File: config.mk
export PLATFORM = sky130hd
export DESIGN_NAME = ipm2t_hssthp_rst_debounce_mc
export DESIGN_NICKNAME = d
export VERILOG_FILES = /design/src/rtl/ipm2t_hssthp_rst_pkg.sv /design/src/rtl/ipm2t_hssthp_rst_debounce_ch.sv /design/src/rtl/ipm2t_hssthp_rst_debounce_mc.sv
export SDC_FILE = /design/constraint.sdc
export NUM_CORES = 1
export LEC_CHECK = 0
export BUFFER_PORTS_ARGS = -buffer_cell sky130_fd_sc_hd__buf_4
export CORE_MARGIN = 5
export CORE_UTILIZATION = 50
export DETAILED_ROUTE_END_ITERATION = 16
export PLACE_DENSITY = 0.67
export SLEW_MARGIN = 40
export SYNTH_ARGS = -nofsm -noshare
export SYNTH_HDL_FRONTEND = slang
export SYNTH_HIERARCHICAL = 1
export SYNTH_SLANG_ARGS = --single-unit
File: constraint.sdc
create_clock -name clk -period 2.6 [get_ports clk]
set_clock_uncertainty 0.05 [all_clocks]
set_input_delay 0.13 -clock clk [delete_from_list [all_inputs] [get_ports clk]]
set_output_delay 0.13 -clock clk [all_outputs]
set_load 0.02 [all_outputs]
File: src/rtl/ipm2t_hssthp_rst_pkg.sv
`default_nettype none
// ============================================================================
// Module   : ipm2t_hssthp_rst_pkg
// Purpose  : Shared definitions for the HSST reset/status debounce filter:
//            per-channel FSM state encoding and synchroniser depth limit.
// Ports    : none (package)
// Revision : 1.0 - initial release
// ============================================================================
package ipm2t_hssthp_rst_pkg;

    typedef logic [1:0] deb_state_t;

    localparam deb_state_t DEASSERTED = 2'd0;
    localparam deb_state_t RISE_QUAL  = 2'd1;
    localparam deb_state_t ASSERTED   = 2'd2;
    localparam deb_state_t FALL_QUAL  = 2'd3;

    // Deepest input synchroniser supported by the channel.
    localparam int MAX_SYNC_STAGES = 3;

endpackage
`default_nettype wire

File: src/rtl/ipm2t_hssthp_rst_debounce_ch.sv
`default_nettype none
// ============================================================================
// Module   : ipm2t_hssthp_rst_debounce_ch
// Purpose  : One debounce channel: input synchroniser, bidirectional
//            qualification FSM with stable-time counter, edge pulses and a
//            sticky glitch flag.
// Ports    : clk           - clock
//            rst_n         - synchronous active-low reset
//            signal_b      - raw status input
//            glitch_clr    - one-cycle clear of glitch_sticky
//            signal_deb    - debounced level, raw polarity
//            deb_rise      - 1-cycle pulse on normalised assertion
//            deb_fall      - 1-cycle pulse on normalised deassertion
//            glitch_sticky - set on any aborted qualification
//            d_next        - next-state normalised level (feeds all_deb)
// Revision : 1.0 - initial release
// ============================================================================
module ipm2t_hssthp_rst_debounce_ch
    import ipm2t_hssthp_rst_pkg::*;
#(
    parameter int   CNTR_WIDTH  = 12,
    parameter int   RISE_VALUE  = 2048,
    parameter int   FALL_VALUE  = 1,
    parameter int   SYNC_STAGES = 2,
    parameter logic POLARITY    = 1'b0
) (
    input  logic clk,
    input  logic rst_n,
    input  logic signal_b,
    input  logic glitch_clr,
    output logic signal_deb,
    output logic deb_rise,
    output logic deb_fall,
    output logic glitch_sticky,
    output logic d_next
);

    localparam logic [CNTR_WIDTH-1:0] C_ONE  = CNTR_WIDTH'(1);
    localparam logic [CNTR_WIDTH-1:0] C_RISE = CNTR_WIDTH'(RISE_VALUE);
    localparam logic [CNTR_WIDTH-1:0] C_FALL = CNTR_WIDTH'(FALL_VALUE);

    logic n_s;

    // Synchroniser flops reset to the channel's deasserted raw level so the
    // normalised view is 0 straight out of reset.
    generate
        if (SYNC_STAGES == 0) begin : g_sync_bypass
            assign n_s = signal_b ^ POLARITY;
        end else begin : g_sync
            logic [SYNC_STAGES-1:0] sync_q;
            logic [SYNC_STAGES-1:0] sync_d;

            always_comb begin
                sync_d    = sync_q << 1;
                sync_d[0] = signal_b;
            end

            always_ff @(posedge clk) begin
                if (!rst_n) begin
                    sync_q <= {SYNC_STAGES{POLARITY}};
                end else begin
                    sync_q <= sync_d;
                end
            end

            assign n_s = sync_q[SYNC_STAGES-1] ^ POLARITY;
        end
    endgenerate

    deb_state_t            state_q, state_d;
    logic [CNTR_WIDTH-1:0] cnt_q, cnt_d, cnt_inc;
    logic                  d_q, d_d;
    logic                  rise_q, rise_d;
    logic                  fall_q, fall_d;
    logic                  sticky_q, sticky_d;
    logic                  glitch;

    always_comb begin
        state_d = state_q;
        cnt_d   = cnt_q;
        d_d     = d_q;
        rise_d  = 1'b0;
        fall_d  = 1'b0;
        glitch  = 1'b0;
        cnt_inc = cnt_q + C_ONE;

        case (state_q)
            DEASSERTED: begin
                if (n_s) begin
                    if (RISE_VALUE == 1) begin
                        state_d = ASSERTED;
                        d_d     = 1'b1;
                        rise_d  = 1'b1;
                        cnt_d   = '0;
                    end else begin
                        state_d = RISE_QUAL;
                        cnt_d   = C_ONE;
                    end
                end
            end
            RISE_QUAL: begin
                if (n_s) begin
                    if (cnt_inc == C_RISE) begin
                        state_d = ASSERTED;
                        d_d     = 1'b1;
                        rise_d  = 1'b1;
                        cnt_d   = '0;
                    end else begin
                        cnt_d   = cnt_inc;
                    end
                end else begin
                    state_d = DEASSERTED;
                    cnt_d   = '0;
                    glitch  = 1'b1;
                end
            end
            ASSERTED: begin
                if (!n_s) begin
                    if (FALL_VALUE == 1) begin
                        state_d = DEASSERTED;
                        d_d     = 1'b0;
                        fall_d  = 1'b1;
                        cnt_d   = '0;
                    end else begin
                        state_d = FALL_QUAL;
                        cnt_d   = C_ONE;
                    end
                end
            end
            FALL_QUAL: begin
                if (!n_s) begin
                    if (cnt_inc == C_FALL) begin
                        state_d = DEASSERTED;
                        d_d     = 1'b0;
                        fall_d  = 1'b1;
                        cnt_d   = '0;
                    end else begin
                        cnt_d   = cnt_inc;
                    end
                end else begin
                    state_d = ASSERTED;
                    cnt_d   = '0;
                    glitch  = 1'b1;
                end
            end
            default: begin
                state_d = DEASSERTED;
                cnt_d   = '0;
                d_d     = 1'b0;
            end
        endcase

        // A new glitch outranks a simultaneous clear.
        sticky_d = (sticky_q & ~glitch_clr) | glitch;
    end

    always_ff @(posedge clk) begin
        if (!rst_n) begin
            state_q  <= DEASSERTED;
            cnt_q    <= '0;
            d_q      <= 1'b0;
            rise_q   <= 1'b0;
            fall_q   <= 1'b0;
            sticky_q <= 1'b0;
        end else begin
            state_q  <= state_d;
            cnt_q    <= cnt_d;
            d_q      <= d_d;
            rise_q   <= rise_d;
            fall_q   <= fall_d;
            sticky_q <= sticky_d;
        end
    end

    assign signal_deb    = d_q ^ POLARITY;
    assign deb_rise      = rise_q;
    assign deb_fall      = fall_q;
    assign glitch_sticky = sticky_q;
    assign d_next        = d_d;

endmodule
`default_nettype wire

File: src/rtl/ipm2t_hssthp_rst_debounce_mc.sv
`default_nettype none
// ============================================================================
// Module   : ipm2t_hssthp_rst_debounce_mc
// Purpose  : Multi-channel bidirectional debounce filter for HSST reset and
//            status inputs (PLL lock, CDR lock, signal detect).
// Ports    : clk           - clock for all logic
//            rst_n         - synchronous active-low reset
//            signal_b      - raw status inputs [CH_NUM]
//            glitch_clr    - one-cycle clear of all glitch_sticky bits
//            signal_deb    - debounced levels, raw polarity [CH_NUM]
//            deb_rise      - assertion pulses [CH_NUM]
//            deb_fall      - deassertion pulses [CH_NUM]
//            glitch_sticky - aborted-qualification flags [CH_NUM]
//            all_deb       - AND of all normalised debounced levels
// Revision : 1.0 - initial release
// ============================================================================
module ipm2t_hssthp_rst_debounce_mc
    import ipm2t_hssthp_rst_pkg::*;
#(
    parameter int                CH_NUM      = 4,
    parameter int                CNTR_WIDTH  = 12,
    parameter int                RISE_VALUE  = 2048,
    parameter int                FALL_VALUE  = 1,
    parameter int                SYNC_STAGES = 2,
    parameter logic [CH_NUM-1:0] ACTIVE_HIGH = '0
) (
    input  logic              clk,
    input  logic              rst_n,
    input  logic [CH_NUM-1:0] signal_b,
    input  logic              glitch_clr,
    output logic [CH_NUM-1:0] signal_deb,
    output logic [CH_NUM-1:0] deb_rise,
    output logic [CH_NUM-1:0] deb_fall,
    output logic [CH_NUM-1:0] glitch_sticky,
    output logic              all_deb
);

    logic [CH_NUM-1:0] d_next;
    logic              all_deb_q;
    logic              all_deb_d;

    generate
        for (genvar i = 0; i < CH_NUM; i++) begin : g_ch
            ipm2t_hssthp_rst_debounce_ch #(
                .CNTR_WIDTH  (CNTR_WIDTH),
                .RISE_VALUE  (RISE_VALUE),
                .FALL_VALUE  (FALL_VALUE),
                .SYNC_STAGES (SYNC_STAGES),
                .POLARITY    (ACTIVE_HIGH[i])
            ) u_ch (
                .clk           (clk),
                .rst_n         (rst_n),
                .signal_b      (signal_b[i]),
                .glitch_clr    (glitch_clr),
                .signal_deb    (signal_deb[i]),
                .deb_rise      (deb_rise[i]),
                .deb_fall      (deb_fall[i]),
                .glitch_sticky (glitch_sticky[i]),
                .d_next        (d_next[i])
            );
        end
    endgenerate

    // Built from the channels' next-state levels so all_deb moves on the
    // same edge as the individual debounced outputs.
    always_comb begin
        all_deb_d = &d_next;
    end

    always_ff @(posedge clk) begin
        if (!rst_n) begin
            all_deb_q <= 1'b0;
        end else begin
            all_deb_q <= all_deb_d;
        end
    end

    assign all_deb = all_deb_q;

endmodule
`default_nettype wire

==> summary.txt, run 1 <==
GP Congestion -> 0.929
I/O Pins -> 24
Final hold vios -> 0
Post-synth top area cell -> dfxtp_1
CP delay by family, top -> simple AND/OR/NAND/NOR gates
Placed instance area -> 5640 um2
Syn_area_per_cell -> 8.33 um2
Top cells by instance count after synthesis -> 90 x nand2_1, 81 x dfxtp_1, 46 x nor2_1, 33 x a21boi_1, 28 x and2_1
Count of cell types in the netlist -> 64
Period utilisation layout -> 92.8%
DP Cell Count -> 804
Number of detailed-route iterations in the first pass -> 4
Std cell rows -> 38
Part of the Yosys area used for sequential elements -> 29.8%
Htree depth -> 3
Vias -> 4674
Async SR Flop Fraction -> 0%
Number of routed nets with antenna violations -> 0
Final instance area -> 5980 um2
Die Ht -> 114 um
DIE AREA -> 13100 um2
Max-slew headroom -> 55.9%
Skew-Pair Late Insertion Delay -> 350 ps
Global-route layer with the greatest usage -> met2
Setup slack after placement -> 91.1 ps
Cells after Synth -> 653
EDFF count, synth -> 0
Syn. warnings -> 6
Slowest cell delay on critical path -> 530 ps
DRT iter0 DRCs -> 282
Nets -> 701
Buf/Inv on CP -> 0
Largest net degree at the start of global routing -> 75
Worst hold slack -> 109 ps
Synthesized netlist net count -> 671
Gr ovfl total -> 0
Met2 Usage GRT -> 32.7%
Cell with the most instances after synthesis -> nand2_1
Clock period minus worst slack -> 2410 ps
Cell Area, Synth -> 5440 um2
Global routing usage on met3 -> 3.28%
Sink Count -> 81
Sw power -> 0.000571 W
Data required time at the worst endpoint -> 2810 ps
PwrDens -> 421 nW/um2
WL final -> 11800 um
Synth top area cells -> dfxtp_1 30%, nand2_1 6.2%, a21boi_1 4.6%
Switching share of power -> 22.7%
Initial core utilization -> 50.6%
CP startpoint kind -> flip-flop
Average wire per standard cell -> 14.3 um
Setup CP Type -> reg -> reg
Max frequency -> 0.415 GHz
Slowest library cell on the worst path -> nor4_4
Diodes inserted -> 0
DP Wirelength -> 8420 um
Total CTS buffers -> 9
Sequential power share -> 50.3%
Pint -> 0.00194 W
Lkg Pwr -> 2.38 nW
CP cell instances -> ha_1 -> and3_1 -> xnor2_1 -> a31oi_2 -> nor4_4 -> a31oi_1 -> o21ai_1 -> nand2_1 -> nand3_1 -> nor2_1
Vias in the first global route -> 4395
Grt met1 use -> 23.0%
CTS root buf -> clkbuf_8
First-pass GRT wire length -> 20300 um
Area growth, synth to finish -> 9.94%
Slew Limit Fails -> 0
Final setup fails -> 0
Comb power frac -> 4.9%
Max Root-Sink Buffers -> 2
Synthesized flop and latch total -> 81
Layout cell share with drive strength beyond 1 -> 19.5%
CTS tree -> yes
Worst-Margin Slew -> 661 ps
MaxCap Viol Count -> 0
Total global-route track usage -> 18.7%
Hold crit path type -> in -> reg
Clk pin slew, worst setup/hold paths -> 90 ps
CORE AREA -> 10700 um2
Synth top area share -> 29.8%
Crit path capture type -> flip-flop
Dominant synthesized flop cell -> dfxtp_1
Peak VDD IR -> 0.268 mV
Detail-routed via count per cell -> 5.64
Buffers on Ports -> 23
Critical Path Fanout Max -> 5
Critical Path AT -> 2620 ps
Remaining DRCs -> 0
Status -> complete, no violations
Clock share of power -> 44.7%
Layout Cells excl Fill -> 828
Initial antenna violation count -> 0
Setup WS post-layout -> 188 ps
Die W -> 114 um
## per-stage QoR
stage,util [%],total power (W),TNS (ps)
after floorplan,-,0.00137,0
after global placement,52.5,0.00141,0
after detailed placement,52.5,0.00142,0
after CTS,55.1,0.00256,0
after global routing,55.6,0.00262,-25.2
final,55.6,0.00252,0
## worst paths after layout
| kind | slack, ps | cells after the start | to | start |
|---|---|---|---|---|
| min | 110 | 3 | g_ch[1].u_ch/glitch_sticky | glitch_clr |
| max reg2reg | 190 | 10 | all_deb | g_ch[1].u_ch/cnt_q[0] |
| max | 190 | 10 | all_deb | g_ch[1].u_ch/cnt_q[0] |
| min reg2reg | 400 | 1 | g_ch[0].u_ch/g_sync.sync_q[1] | g_ch[0].u_ch/g_sync.sync_q[0] |
## metal layers
metal	wire length, um	up-vias
met5	0	-
met4	142	0
met3	277	10
met2	5850	45
met1	5560	2226
li1	-	2393
## state kept, by name, summed over array words and instances, names as in the netlist
| name | cells |
|---|---|
| g_ch.u_ch/state_q | 8 |
| g_ch.u_ch/g_sync.sync_q | 8 |
| all_deb | 1 |
| g_ch.u_ch/glitch_sticky | 4 |
| g_ch.u_ch/deb_rise | 4 |
| g_ch.u_ch/cnt_q | 48 |
| g_ch.u_ch/signal_deb | 4 |
| g_ch.u_ch/deb_fall | 4 |
## placed cells by master, fill, tap and decap left out, types with 10 or more instances in the layout
cell type and count:
nand2_1 90, and2_2 11, nor3_1 14, a31oi_1 17, and3_1 13, inv_1 24
and2_1 28, o21ai_0 18, o22ai_1 24, nor2_1 46, ha_1 11, nand3_1 26
o21ai_1 10, buf_4 52, a21boi_1 33, nor2b_1 27, dfxtp_1 81
## cell type report
type                       instances  area, um2
clock buffer                       9        124
clock inverter                     7        119
fill                            1044       4770
inverter                          24       90.1
multi-input combinational        511       3420
sequential                        81       1620
tap                              140        175
timing repair buffer              56        430
## power by group through the flow
stage / Sequential [W] / Combinational (W) / Clock, W
after global routing: 0.00127 / 0.000140 / 0.00121
after CTS: 0.00127 / 0.000125 / 0.00117
after detailed placement: 0.00130 / 0.000120 / 0
final: 0.00127 / 0.000124 / 0.00112
after floorplan: 0.00130 / 0.0000747 / 0
after global placement: 0.00129 / 0.000119 / 0
## what timing repair did
action                                  CTS  global route
endpoints found under the setup margin    0            32
hold endpoints to repair                  4             0
setup buffers                             0             4
hold buffers                              4             0
resized for setup                         0             3
## worst min-delay path, stage by stage
cell and delay (ps):
buf_4 120, o22ai_1 70, and2_1 140
## cell families after synthesis
| kind of cell | count (synthesis) | synth area share [%] |
|---|---|---|
| XOR/XNOR | 17 | 2.74 |
| flip-flops | 81 | 29.8 |
| AND/OR/NAND/NOR | 308 | 31.2 |
| multiplexers | 5 | 1.15 |
| adder cells (fa/ha/maj) | 11 | 2.53 |
| buffers and inverters | 61 | 7.73 |
| AO/OA/AOI/OAI | 170 | 24.9 |
Note: power is estimated with default switching activity, not from simulation.
==> run 2: changes to the inputs <==
--- a/config.mk
+++ b/config.mk
@@ -6,10 +6,12 @@
 export NUM_CORES = 1
 export LEC_CHECK = 0
 export BUFFER_PORTS_ARGS = -buffer_cell sky130_fd_sc_hd__buf_4
+export CELL_PAD_IN_SITES_DETAIL_PLACEMENT = 0
+export CELL_PAD_IN_SITES_GLOBAL_PLACEMENT = 2
 export CORE_MARGIN = 5
-export CORE_UTILIZATION = 50
+export CORE_UTILIZATION = 38
 export DETAILED_ROUTE_END_ITERATION = 16
-export PLACE_DENSITY = 0.67
+export PLACE_DENSITY_LB_ADDON = 0.1
 export SLEW_MARGIN = 40
 export SYNTH_ARGS = -nofsm -noshare
 export SYNTH_HDL_FRONTEND = slang
==> summary.txt, run 2 (synthesis results as in run 1) <==
Clk pin slew, worst setup/hold paths -> 60 ps
CTS tree -> yes
CORE AREA -> 13900 um2
DP Wirelength -> 9170 um
Leading cell type in the layout, fill and taps excluded -> nand2_1
Die Ht -> 130 um
Skew-Pair Late Insertion Delay -> 350 ps
Hold crit path type -> in -> reg
Vias in the first global route -> 4402
Worst r2r src -> g_ch[1].u_ch/cnt_q[0]
RSZ-0062 raised after global routing -> yes
Met2 wire length -> 6030 um
GP Congestion -> 0.804
Period utilisation layout -> 93.2%
Crit path capture type -> flip-flop
Gr ovfl total -> 0
Total global-route track usage -> 16.3%
Detail-routed via count per cell -> 5.31
Die W -> 130 um
Critical Path AT -> 2650 ps
Average wire per standard cell -> 15.0 um
Std cell rows -> 43
CP startpoint kind -> flip-flop
Top sig layer -> met4
Max-slew headroom -> 57.9%
Nets -> 706
Number of detailed-route iterations in the first pass -> 5
Max Root-Sink Buffers -> 2
MaxCap Viol Count -> 0
Commonest cells after routing, fill and taps aside -> 90 x nand2_1, 81 x dfxtp_1, 56 x buf_4
Initial core utilization -> 39.0%
R2r endpoint -> g_ch[1].u_ch/cnt_q[4]
Remaining DRCs -> 0
First-pass GRT wire length -> 22000 um
Layout cell share with drive strength beyond 1 -> 19.9%
DIE AREA -> 16800 um2
DP Cell Count -> 847
Area growth, synth to finish -> 12.4%
Hold Path Depth -> 2
DRT iter0 DRCs -> 309
Biggest register -> g_ch.u_ch/cnt_q
Peak VDD IR -> 0.279 mV
Htree depth -> 3
Data required time at the worst endpoint -> 2830 ps
Lkg Pwr -> 2.45 nW
Buffers on Ports -> 23
Slowest library cell on the worst path -> or3_1
Slew Limit Fails -> 0
Sink Count -> 81
Max frequency -> 0.413 GHz
Clock period minus worst slack -> 2420 ps
CP cell instances -> ha_1 -> nand4_1 -> or3_1 -> a41oi_2 -> nor4_4 -> buf_4 -> a31oi_2 -> o22ai_1 -> a21boi_1
Final setup fails -> 0
Worst Hold Path EP -> g_ch[0].u_ch/state_q[0]
Slowest cell delay on critical path -> 360 ps
Worst hold slack -> 140 ps
Vias -> 4629
Largest net degree at the start of global routing -> 48
Sum Neg Setup Slack -> 0 ps
Initial antenna violation count -> 0
Setup CP Type -> reg -> reg
Worst-Margin Slew -> 629 ps
Total CTS buffers -> 9
Final hold vios -> 0
WL final -> 13000 um
WL met3 -> 319 um
Hold Crit Start -> rst_n
WL met1 -> 6520 um
Number of routed nets with antenna violations -> 0
Status -> complete, no violations
Diodes inserted -> 0
PwrDens -> 443 nW/um2
CTS root buf -> clkbuf_16
Critical Path Fanout Max -> 7
R2R cell count -> 9
Flop2flop setup slack -> 180 ps
Largest registers in the final layout -> g_ch.u_ch/cnt_q (48), g_ch.u_ch/g_sync.sync_q (8), g_ch.u_ch/state_q (8)
Layout Cells excl Fill -> 872
Max FFs per register -> 48
I/O Pins -> 24
==> run 2: changes by cell type in the layout (fill, tap and decap cells not counted), moves of 2 or more <==
cell,delta
clkbuf_16,+9
buf_4,+4
a31oi_2,+3
clkinvlp_4,-2
bufinv_16,-2
a31oi_4,-2
clkbuf_8,-7
==> run 2: worst max-delay path by stage <==
stage | startpoint | endpoint | slack [ps] | cells after the start
2_1_floorplan | g_ch[0].u_ch/cnt_q[0] | g_ch[0].u_ch/cnt_q[3] | 280 | 9
3_3_place_gp | g_ch[0].u_ch/cnt_q[2] | all_deb | 210 | 9
3_5_place_dp | g_ch[1].u_ch/cnt_q[1] | g_ch[1].u_ch/cnt_q[0] | 170 | 9
4_1_cts | g_ch[3].u_ch/cnt_q[0] | g_ch[3].u_ch/cnt_q[6] | 150 | 7
5_1_grt | g_ch[1].u_ch/cnt_q[0] | all_deb | -20 | 11
6_report | g_ch[1].u_ch/cnt_q[0] | g_ch[1].u_ch/cnt_q[4] | 180 | 9
==> run 2: what timing repair did <==
item                       CTS  global route
setup endpoints to repair    0            28
buffers inserted             0             5
gates resized for setup      0             1
hold endpoints to repair     4             0
hold buffers                 4             0
==> run 2: power by group <==
group          switching, W  total (W)  internal [W]
Combinational     0.0000738   0.000127     0.0000536
Clock              0.000524    0.00131      0.000789
Sequential        0.0000138    0.00127       0.00125
==> run 2: critical path: cells and delay by family (launching register included) <==
family | cells | cell delay (ps)
AOI/OAI and AO/OA | 4 | 910
DFF | 1 | 340
and+or+nand+nor | 3 | 600
adders and majority gates | 1 | 280
buffers and inverters | 1 | 170
==> run 2: layout make-up <==
cell class | count | area (um2)
Clock buffer | 12 | 256
Clock inverter | 3 | 40.0
Fill cell | 1433 | 7830
Inverter | 24 | 90.1
Multi-Input combinational cell | 512 | 3420
Sequential cell | 81 | 1620
Tap cell | 180 | 225
Timing Repair Buffer | 60 | 460
==> run 2: layer usage <==
| layer | vias to the layer above | track usage (%) |
|---|---|---|
| met5 | - | 0 |
| met4 | 0 | 4.83 |
| met3 | 12 | 3.79 |
| met2 | 42 | 25.8 |
| met1 | 2162 | 22.1 |
| li1 | 2413 | - |
==> run 2: metrics by stage <==
| stage | power, W | instance area (um2) | utilization, % | worst slack [ps] |
|---|---|---|---|---|
| floorplan | 0.00137 | 5440 | - | 277 |
| global placement | 0.00142 | 5720 | 41.0 | 208 |
| detailed placement | 0.00142 | 5720 | 41.1 | 174 |
| CTS | 0.00276 | 6060 | 43.5 | 154 |
| global route | 0.00284 | 6110 | 43.8 | -16.6 |
| finish | 0.00271 | 6110 | 43.8 | 178 |
